--- src/rtl/dataload_multi_if.sv ---
// Load bus between a word source, the dataload_multi buffers and the block
// consumers. Groups the word stream, the buffer-ready flag, the flush
// request, and the two assembled-block outputs with their acknowledges.
//
// Handshake semantics:
//   word path  : a word on data_i is taken at a rising edge when
//                load_en_i=1 and load_rdy_o=1. load_rdy_o reflects the
//                buffer chosen by load_type (0 = weight, 1 = input). It comes
//                from registered state only. A word offered while
//                load_rdy_o=0 is dropped, not held.
//   block path : weight_valid / input_valid stay high, with the block stable,
//                until the matching *_ack_i is seen high at a rising edge.
//                The buffer is then empty on the following cycle. An ack
//                while valid=0 has no effect.
interface dataload_multi_if #(
    parameter int DATA_W   = 32,
    parameter int IN_WORDS = 8,
    parameter int W_WORDS  = 1
);
    localparam int IN_CW = $clog2(IN_WORDS + 1);
    localparam int W_CW  = $clog2(W_WORDS + 1);

    logic [DATA_W-1:0]          data_i;
    logic                       load_en_i;
    logic                       load_type;
    logic                       load_rdy_o;
    logic                       flush_i;
    logic [W_WORDS*DATA_W-1:0]  weight_o;
    logic                       weight_valid;
    logic                       weight_ack_i;
    logic [IN_WORDS*DATA_W-1:0] first_level_input_data;
    logic                       input_valid;
    logic                       input_ack_i;
    logic [W_CW-1:0]            weight_cnt_o;
    logic [IN_CW-1:0]           input_cnt_o;

    // Source / consumer side
    modport master (
        output data_i, load_en_i, load_type, flush_i, weight_ack_i, input_ack_i,
        input  load_rdy_o, weight_o, weight_valid, first_level_input_data,
               input_valid, weight_cnt_o, input_cnt_o
    );

    // Buffer side
    modport slave (
        input  data_i, load_en_i, load_type, flush_i, weight_ack_i, input_ack_i,
        output load_rdy_o, weight_o, weight_valid, first_level_input_data,
               input_valid, weight_cnt_o, input_cnt_o
    );
endinterface

--- src/rtl/dataload_multi.sv ---
// Two independent word-packing buffers, one for weights and one for inputs.
// Words arrive one per cycle and are packed low slot first. When a buffer
// holds a full block it raises valid and refuses further words until the
// consumer acknowledges. Flush empties both buffers, and reset overrides
// everything else.
module dataload_multi #(
    parameter int DATA_W   = 32,
    parameter int IN_WORDS = 8,
    parameter int W_WORDS  = 1
) (
    input  logic             clk,
    input  logic             rst,
    dataload_multi_if.slave  bus,
    // Debug view of the buffer states: [1] input FULL, [0] weight FULL
    output logic [1:0]       o_dbg_state
);
    localparam int IN_CW = $clog2(IN_WORDS + 1);
    localparam int W_CW  = $clog2(W_WORDS + 1);

    typedef enum logic {
        S_FILL = 1'b0,
        S_FULL = 1'b1
    } state_t;

    state_t                     r_w_state, w_w_state_nxt;
    state_t                     r_i_state, w_i_state_nxt;
    logic [W_CW-1:0]            r_w_cnt;
    logic [IN_CW-1:0]           r_i_cnt;
    logic [W_WORDS*DATA_W-1:0]  r_w_data;
    logic [IN_WORDS*DATA_W-1:0] r_i_data;
    logic                       w_w_accept, w_w_clear;
    logic                       w_i_accept, w_i_clear;

    // Weight buffer: decide acceptance, FULL transition on the last word, release on ack
    always_comb begin
        w_w_state_nxt = r_w_state;
        w_w_accept    = 1'b0;
        w_w_clear     = 1'b0;
        case (r_w_state)
            S_FILL: begin
                if (bus.load_en_i && !bus.load_type) begin
                    w_w_accept = 1'b1;
                    if (r_w_cnt == W_CW'(W_WORDS - 1)) w_w_state_nxt = S_FULL;
                end
            end
            S_FULL: begin
                if (bus.weight_ack_i) begin
                    w_w_clear     = 1'b1;
                    w_w_state_nxt = S_FILL;
                end
            end
            default: w_w_state_nxt = S_FILL;
        endcase
    end

    // Input buffer: same rules as the weight buffer, selected by load_type=1
    always_comb begin
        w_i_state_nxt = r_i_state;
        w_i_accept    = 1'b0;
        w_i_clear     = 1'b0;
        case (r_i_state)
            S_FILL: begin
                if (bus.load_en_i && bus.load_type) begin
                    w_i_accept = 1'b1;
                    if (r_i_cnt == IN_CW'(IN_WORDS - 1)) w_i_state_nxt = S_FULL;
                end
            end
            S_FULL: begin
                if (bus.input_ack_i) begin
                    w_i_clear     = 1'b1;
                    w_i_state_nxt = S_FILL;
                end
            end
            default: w_i_state_nxt = S_FILL;
        endcase
    end

    // Weight state, count and packed data; reset and flush both empty the buffer
    always_ff @(posedge clk) begin
        if (rst || bus.flush_i) begin
            r_w_state <= S_FILL;
            r_w_cnt   <= '0;
            r_w_data  <= '0;
        end else begin
            r_w_state <= w_w_state_nxt;
            if (w_w_clear) begin
                r_w_cnt  <= '0;
                r_w_data <= '0;
            end else if (w_w_accept) begin
                r_w_cnt <= r_w_cnt + 1'b1;
                for (int k = 0; k < W_WORDS; k++) begin
                    if (r_w_cnt == W_CW'(k)) r_w_data[k*DATA_W +: DATA_W] <= bus.data_i;
                end
            end
        end
    end

    // Input state, count and packed data; reset and flush both empty the buffer
    always_ff @(posedge clk) begin
        if (rst || bus.flush_i) begin
            r_i_state <= S_FILL;
            r_i_cnt   <= '0;
            r_i_data  <= '0;
        end else begin
            r_i_state <= w_i_state_nxt;
            if (w_i_clear) begin
                r_i_cnt  <= '0;
                r_i_data <= '0;
            end else if (w_i_accept) begin
                r_i_cnt <= r_i_cnt + 1'b1;
                for (int k = 0; k < IN_WORDS; k++) begin
                    if (r_i_cnt == IN_CW'(k)) r_i_data[k*DATA_W +: DATA_W] <= bus.data_i;
                end
            end
        end
    end

    // Ready follows the selected buffer's registered state; valids are the FULL states
    assign bus.load_rdy_o = bus.load_type ? (r_i_state == S_FILL) : (r_w_state == S_FILL);
    assign bus.weight_valid           = (r_w_state == S_FULL);
    assign bus.input_valid            = (r_i_state == S_FULL);
    assign bus.weight_o               = r_w_data;
    assign bus.first_level_input_data = r_i_data;
    assign bus.weight_cnt_o           = r_w_cnt;
    assign bus.input_cnt_o            = r_i_cnt;
    assign o_dbg_state                = {r_i_state == S_FULL, r_w_state == S_FULL};
endmodule

--- src/flat_wrapper.sv ---
// flat-port wrapper written by rule: the top's interface ports become plain ports
module dataload_multi_flat 
#(
    parameter int DATA_W   = 32,
    parameter int IN_WORDS = 8,
    parameter int W_WORDS  = 1
)
  (clk, rst, o_dbg_state, bus_data_i, bus_load_en_i, bus_load_type, bus_flush_i, bus_weight_ack_i, bus_input_ack_i, bus_load_rdy_o, bus_weight_o, bus_weight_valid, bus_first_level_input_data, bus_input_valid, bus_weight_cnt_o, bus_input_cnt_o);
  dataload_multi_if #(.DATA_W(DATA_W), .IN_WORDS(IN_WORDS), .W_WORDS(W_WORDS)) bus_i ();
  input  logic clk;
  input  logic rst;
  output logic [1:0] o_dbg_state;
  input wire logic [$bits(bus_i.data_i)-1:0] bus_data_i;
  input wire logic [$bits(bus_i.load_en_i)-1:0] bus_load_en_i;
  input wire logic [$bits(bus_i.load_type)-1:0] bus_load_type;
  input wire logic [$bits(bus_i.flush_i)-1:0] bus_flush_i;
  input wire logic [$bits(bus_i.weight_ack_i)-1:0] bus_weight_ack_i;
  input wire logic [$bits(bus_i.input_ack_i)-1:0] bus_input_ack_i;
  output wire logic [$bits(bus_i.load_rdy_o)-1:0] bus_load_rdy_o;
  output wire logic [$bits(bus_i.weight_o)-1:0] bus_weight_o;
  output wire logic [$bits(bus_i.weight_valid)-1:0] bus_weight_valid;
  output wire logic [$bits(bus_i.first_level_input_data)-1:0] bus_first_level_input_data;
  output wire logic [$bits(bus_i.input_valid)-1:0] bus_input_valid;
  output wire logic [$bits(bus_i.weight_cnt_o)-1:0] bus_weight_cnt_o;
  output wire logic [$bits(bus_i.input_cnt_o)-1:0] bus_input_cnt_o;
  assign bus_i.data_i = bus_data_i;
  assign bus_i.load_en_i = bus_load_en_i;
  assign bus_i.load_type = bus_load_type;
  assign bus_i.flush_i = bus_flush_i;
  assign bus_i.weight_ack_i = bus_weight_ack_i;
  assign bus_i.input_ack_i = bus_input_ack_i;
  assign bus_load_rdy_o = bus_i.load_rdy_o;
  assign bus_weight_o = bus_i.weight_o;
  assign bus_weight_valid = bus_i.weight_valid;
  assign bus_first_level_input_data = bus_i.first_level_input_data;
  assign bus_input_valid = bus_i.input_valid;
  assign bus_weight_cnt_o = bus_i.weight_cnt_o;
  assign bus_input_cnt_o = bus_i.input_cnt_o;
  dataload_multi #(.DATA_W(DATA_W), .IN_WORDS(IN_WORDS), .W_WORDS(W_WORDS)) u_core (.clk(clk), .rst(rst), .bus(bus_i), .o_dbg_state(o_dbg_state));
endmodule
--- config.mk ---
export PLATFORM = sky130hd
export DESIGN_NAME = dataload_multi_flat
export DESIGN_NICKNAME = d
export VERILOG_FILES = /design/src/rtl/dataload_multi_if.sv /design/src/rtl/dataload_multi.sv /design/src/flat_wrapper.sv
export SDC_FILE = /design/constraint.sdc
export NUM_CORES = 1
export LEC_CHECK = 0
export CAP_MARGIN = 40
export CORE_MARGIN = 2
export CORE_UTILIZATION = 33
export CTS_CLUSTER_DIAMETER = 80
export DETAILED_ROUTE_END_ITERATION = 7
export PLACE_DENSITY = 0.57
export RECOVER_POWER = 25
export SYNTH_ARGS = -nofsm -noshare
export SYNTH_HDL_FRONTEND = slang
export SYNTH_SLANG_ARGS = --single-unit
--- constraint.sdc ---
create_clock -name clk -period 3.2 [get_ports clk]
set_clock_uncertainty 0.1 [all_clocks]
set_input_delay 0.48 -clock clk [delete_from_list [all_inputs] [get_ports clk]]
set_output_delay 0.48 -clock clk [all_outputs]
set_load 0.05 [all_outputs]
### After elaboration in Yosys (flattened, before gate mapping)

Index checks and enable logic that the tools add are counted.

| storage, ports and cells | value |
|---|---|
| register bits after elaboration | 295 |
| output and inout port bits | 298 |

| cells by class | value |
|---|---|
| $add $sub $neg | 2 |
| reduce and logical (&&, ||, !) cells | 16 |
| equal/unequal tests | 7 |
| multiplexer cells | 17 |
| bitwise gates (word level) | 3 |

Operators with widths:

| kind | number |
|---|---|
| AND reduction 2 bit | 9 |
| equality test 4 x 3 -> 1 bit, second input constant | 4 |
| two-way mux 1 bit | 15 |
| equality test 4 x 2 -> 1 bit, second input constant | 2 |
| adder 4 x 1 -> 4 bit, second input constant | 1 |
| equality test 4 x 1 -> 1 bit, second input constant | 1 |
| logical NOT 4 bit | 1 |
| one-hot mux 1 bit (2 select lines) | 2 |
| OR reduction 2 bit | 2 |
| NOT 1 bit | 3 |
| logical AND 1 bit | 2 |
| adder 1 bit, second input constant | 1 |
| logical NOT 1 bit | 1 |
| logical OR 1 bit | 1 |

### Longest topological paths before layout

| logic depth | value |
|---|---|
| depth after elaboration | 5 |
| mapped depth | 6 |
| depth with buffers taken out | 4 |

### Least setup slack after synthesis

OpenSTA, ideal clock, no wires.

| path | value |
|---|---|
| kind | reg2out |
| start point | register u_core.r_i_state, in the netlist u_core.bus.input_valid |
| end point | output bus_load_rdy_o |
| cell stages (with the launch flop) | 2 |
| data required time | 2.620 ns |
| arrival time | 1.421 ns |
| path buffers | 0 |
| slack | 1.199 ns |
| path through | dfxtp_1 > mux2i_1 |

| between the ends | value |
|---|---|
| word-level cells in the longest chain between the ends | 2 |

Ends and longest elaborated chain:

| element | RTL line | text |
|---|---|---|
| start: declaration | dataload_multi.sv:26 | `state_t r_i_state, w_i_state_nxt;` |
| start signal: assignment | dataload_multi.sv:105 | `r_i_state <= w_i_state_nxt;` |
| NOT 1 bit | dataload_multi.sv:119 | `assign bus.load_rdy_o = bus.load_type ? (r_i_state == S_FILL) : (r_w_state == S_FILL);` |
| two-way mux 1 bit | dataload_multi.sv:119 |  |
| end: declaration | flat_wrapper.sv:19 | `output wire logic [$bits(bus_i.load_rdy_o)-1:0] bus_load_rdy_o;` |

Every way passes these cells.

### Final worst setup path

| path | value |
|---|---|
| start point | input bus_load_type |
| end point | register u_core.r_i_data[175], in the netlist u_core.bus.first_level_input_data[175] |

| between the ends | value |
|---|---|
| word-level cells in the longest chain between the ends | 4 |

Ends and longest elaborated chain:

| element | RTL line | text |
|---|---|---|
| start: declaration | flat_wrapper.sv:15 | `input wire logic [$bits(bus_i.load_type)-1:0] bus_load_type;` |
| logical AND 1 bit | dataload_multi.sv:63 | `if (bus.load_en_i && bus.load_type) begin` |
| two-way mux 1 bit | dataload_multi.sv:63 |  |
| two-way mux 1 bit | dataload_multi.sv:61 | `case (r_i_state)` |
| AND reduction 2 bit (no source line) | n/a |  |
| end signal: indexed assignment | dataload_multi.sv:112 | `if (r_i_cnt == IN_CW'(k)) r_i_data[k*DATA_W +: DATA_W] <= bus.data_i;` |
| end: declaration | dataload_multi.sv:30 | `logic [IN_WORDS*DATA_W-1:0] r_i_data;` |

Every way passes these cells.
A chain may end at the register's enable or synchronous reset.

==> metrics.md <==
| Metric | Value |
|---|---|
| Run status | finished clean |
| Clock Pin Slew Worst Setup and Hold Paths | approximately 0.06 ns |
| Finished Layout Cells | ~1,800 |
| Root buffer cell | clkbuf_16 |
| Total of max-cap violations | 0 |
| Num ports | about 340 |
| PD cells | ~520 nW/µm² |
| Final Hold Viols | 0 |
| Slew @ Worst Pin | between 1 and 1.5 ns |
| Synth Register Bits | between 200 and 300 |
| Post-CTS setup buffers | 0 |
| Final setup violation count | 0 |
| Via count | roughly 8,500 |
| Area growth, synth to finish | 44.73% |
| Crit-path max FO | 18 |
| Resize count post-CTS | 0 |
| Post-route ant nets | 0 |
| CTS tree | built |
| Sink Count | around 300 |
| Total grt overflow | 0 |
| Ys Warns | 0 |
| Synth top area cells | dfxtp_1 (54%), mux2i_1 (24%), nand2_1 (12%) |
| WS Path Type | input pin to flip-flop |
| Max-slew violation total from the final report | 0 |
| Initial DRC Count | just under 400 |
| Avg Vias per Cell | ~4.6 |
| Synth top area share | a little over half |
| Final worst-path cycle share | around 88% |
| CP Launch Type | input pin |
| # rows | 66 |
| First-pass GRT wire length | roughly 52,000 µm |
| Area leader, netlist | dfxtp_1 |
| RR Startpoint | u_core.bus.input_valid$_SDFF_PP0_ |
| CTS Buf Count | 35 |
| # fillers | slightly above 3,000 |
| Core area | 32,450 µm² |
| Starting Density | about 33% |
| RSZ-0062 raised after global routing | no |
| Hold Crit Depth | 2 |
| Hpwl dp | 24,050 µm |
| Detailed Route WL | roughly 35,000 µm |
| Ys async rst share | 0% |
| Syn avg cell area | a little over 10 µm² |
| FF-to-FF End | u_core.bus.first_level_input_data[175]$_SDFFE_PP0P_ |
| Top FF cell, synth | dfxtp_1 |
| Nature of the critical path endpoint | flip-flop |
| TNS Setup | 0 ns |
| Die area | around 34,000 µm² |
| RD Place Congestion | ~0.74 |
| CP startpoint | bus_load_type |
| Yosys cell types | 29 |
| Max Freq | around 360 MHz |
| WP data arrival | 3.11 ns |
| GRT Total Usage | between 10% and 20% |
| Worst R2R Setup Slack | between 0.5 and 0.6 ns |
| Placed insts | approximately 1,800 |
| Die width | about 190 µm |
| Post-synth EDFFs | 0 |
| Detailed Routing Iterations Pass 1 | 4 |
| DR DRC count | 0 |
| Seq/Total Area, Yosys | 54.45% |
| Clk_lat worst skew | between 0.4 and 0.5 ns |
| Post-synth net total | around 1,100 |
| Layout cells sized above 1 | between 6 and 7% |
| Largest net degree at the start of global routing | between 80 and 90 |
| Post-cts hold buffer count | 0 |
| Synthesized area | approximately 11,000 µm² |
| Gate Count Post-Synth | approximately 1,000 |
| Vias in the first global route | roughly 8,600 |
| Die height | roughly 190 µm |
| Final Critical Period | ~2.8 ns |
| Bufs on Longest Clock Path | 3 |
| Htree depth | 2 |
| Hold Path Class | flip-flop to flip-flop |
| Routed len/inst | ~19 µm |
| I/O Buffers | 336 |
| Leak | around 7.1 nW |
| Worst R2R Path Depth | 5 |
| Initial antenna violation count | 0 |
| Ant diodes | 0 |
| Maximum VDD drop | 0.2956 mV |
| Worst EP required | 3.50 ns |
| Final #Nets | 1,424 |
| Worst setup endpoint | u_core.bus.first_level_input_data[175]$_SDFFE_PP0P_ |
| Relative slew margins | between 20% and 30% |
worst min-delay path by stage:
stage                                                     from                                   end  slack [ns]
after floorplan                                            rst     u_core.bus.input_valid$_SDFF_PP0_        0.45
after global placement    u_core.bus.weight_o[26]$_SDFFE_PP0P_  u_core.bus.weight_o[26]$_SDFFE_PP0P_        0.34
after detailed placement   u_core.bus.weight_o[3]$_SDFFE_PP0P_   u_core.bus.weight_o[3]$_SDFFE_PP0P_        0.35
after CTS                 u_core.bus.weight_o[29]$_SDFFE_PP0P_  u_core.bus.weight_o[29]$_SDFFE_PP0P_        0.35
after global routing      u_core.bus.weight_o[20]$_SDFFE_PP0P_  u_core.bus.weight_o[20]$_SDFFE_PP0P_        0.37
final                     u_core.bus.weight_o[18]$_SDFFE_PP0P_  u_core.bus.weight_o[18]$_SDFFE_PP0P_        0.35
layer usage:
metal  part of all wire (%)  track usage (%)  routed length, µm
met1                     44            25.87              15420
met2                     46            32.51              15980
met3                    7.2            5.427               2495
met4                    2.5            5.492                878
met5                      0                0                  0
power breakdown:
| group | internal, mW | switching [mW] | leakage [nW] | total, mW |
|---|---|---|---|---|
| clock network | 2.52 | 1.52 | 0.570 | 4.04 |
| registers | 3.69 | 0.0130 | 2.38 | 3.71 |
| logic | 0.137 | 0.282 | 4.14 | 0.419 |
| total | 6.35 | 1.82 | 7.09 | 8.17 |
cell families after synthesis:
kind of cell             after synthesis  share of synthesized area [%]
AND/OR/NAND/NOR                      375                          14.41
flip-flops                           295                          54.45
multiplexers                         259                          23.90
buffers and inverters                 73                          4.660
AO/OA/AOI/OAI                         39                          1.961
adder cells (fa/ha/maj)                4                         0.4614
XOR/XNOR                               2                         0.1615
cell usage in the layout, fill, tap and decap left out:
master           count
o21ai_0              1
nor3_1               1
clkbuf_1            12
clkbuf_16           37
nand3_4              8
and3b_1              1
nand2_1            353
inv_1                3
dfxtp_1            295
or4b_2               1
a21oi_1             34
bufinv_16            4
ha_1                 4
nor2_2               1
clkbuf_2             7
nor2_1               3
nand4_1              1
xor2_1               1
nor2b_1              1
a211oi_1             2
dlygate4sd3_1        2
nand4b_1             1
a211o_1              2
buf_16               1
nand2b_1             3
buf_12               5
xnor2_1              1
nor4b_1              1
clkbuf_8             4
clkinv_4             1
clkinv_2             4
mux2i_1            259
clkdlybuf4s50_1    334
buf_4               14
synthesized netlist by cell type (3+ instances only):
master	count
buf_4	3
nand2_1	353
inv_1	3
mux2i_1	259
ha_1	4
nand2b_1	3
nor2_1	3
buf_2	37
a21oi_1	34
nand3_4	8
clkbuf_1	7
dfxtp_1	295
buf_6	21
area by class of cell:
cell class / count / area (µm²) / area share [%]
clock buffer: 49 / 1011 / 6.440
sequential: 295 / 5906 / 37.62
tap: 442 / 553.0 / 3.523
inverter: 3 / 11.26 / 0.07173
multi-input combinational: 679 / 4423 / 28.17
timing repair buffer: 367 / 3646 / 23.22
clock inverter: 9 / 148.9 / 0.9484
stage by stage:
stage               hold slack [ns]  instance area [µm²]  power (mW)  setup slack, ns  utilization, %
global placement             0.3422                14590       4.211           0.5245           44.94
finish                       0.3511                15700       8.165           0.3913           48.37
global route                 0.3672                15700       8.447           0.2362           48.37
detailed placement           0.3459                14610       4.217           0.4953           45.03
CTS                          0.3532                15770       8.266           0.4790           48.60
floorplan                    0.4528                10850       4.028            1.200               -
sequential cells by signal (all words and copies together), names as in the netlist:
register	cells
u_core.bus.input_cnt_o	4
u_core.bus.weight_cnt_o	1
u_core.bus.input_valid	1
u_core.bus.first_level_input_data	256
u_core.bus.weight_o	32
u_core.bus.weight_valid	1
worst max-delay path, cell delays in order:
cell	delay, ns
dlygate4sd3_1	0.65
and3b_1	0.57
clkbuf_1	0.44
nand3_4	0.11
clkbuf_2	0.51
mux2i_1	0.33
(Power assumes the default switching activity.)
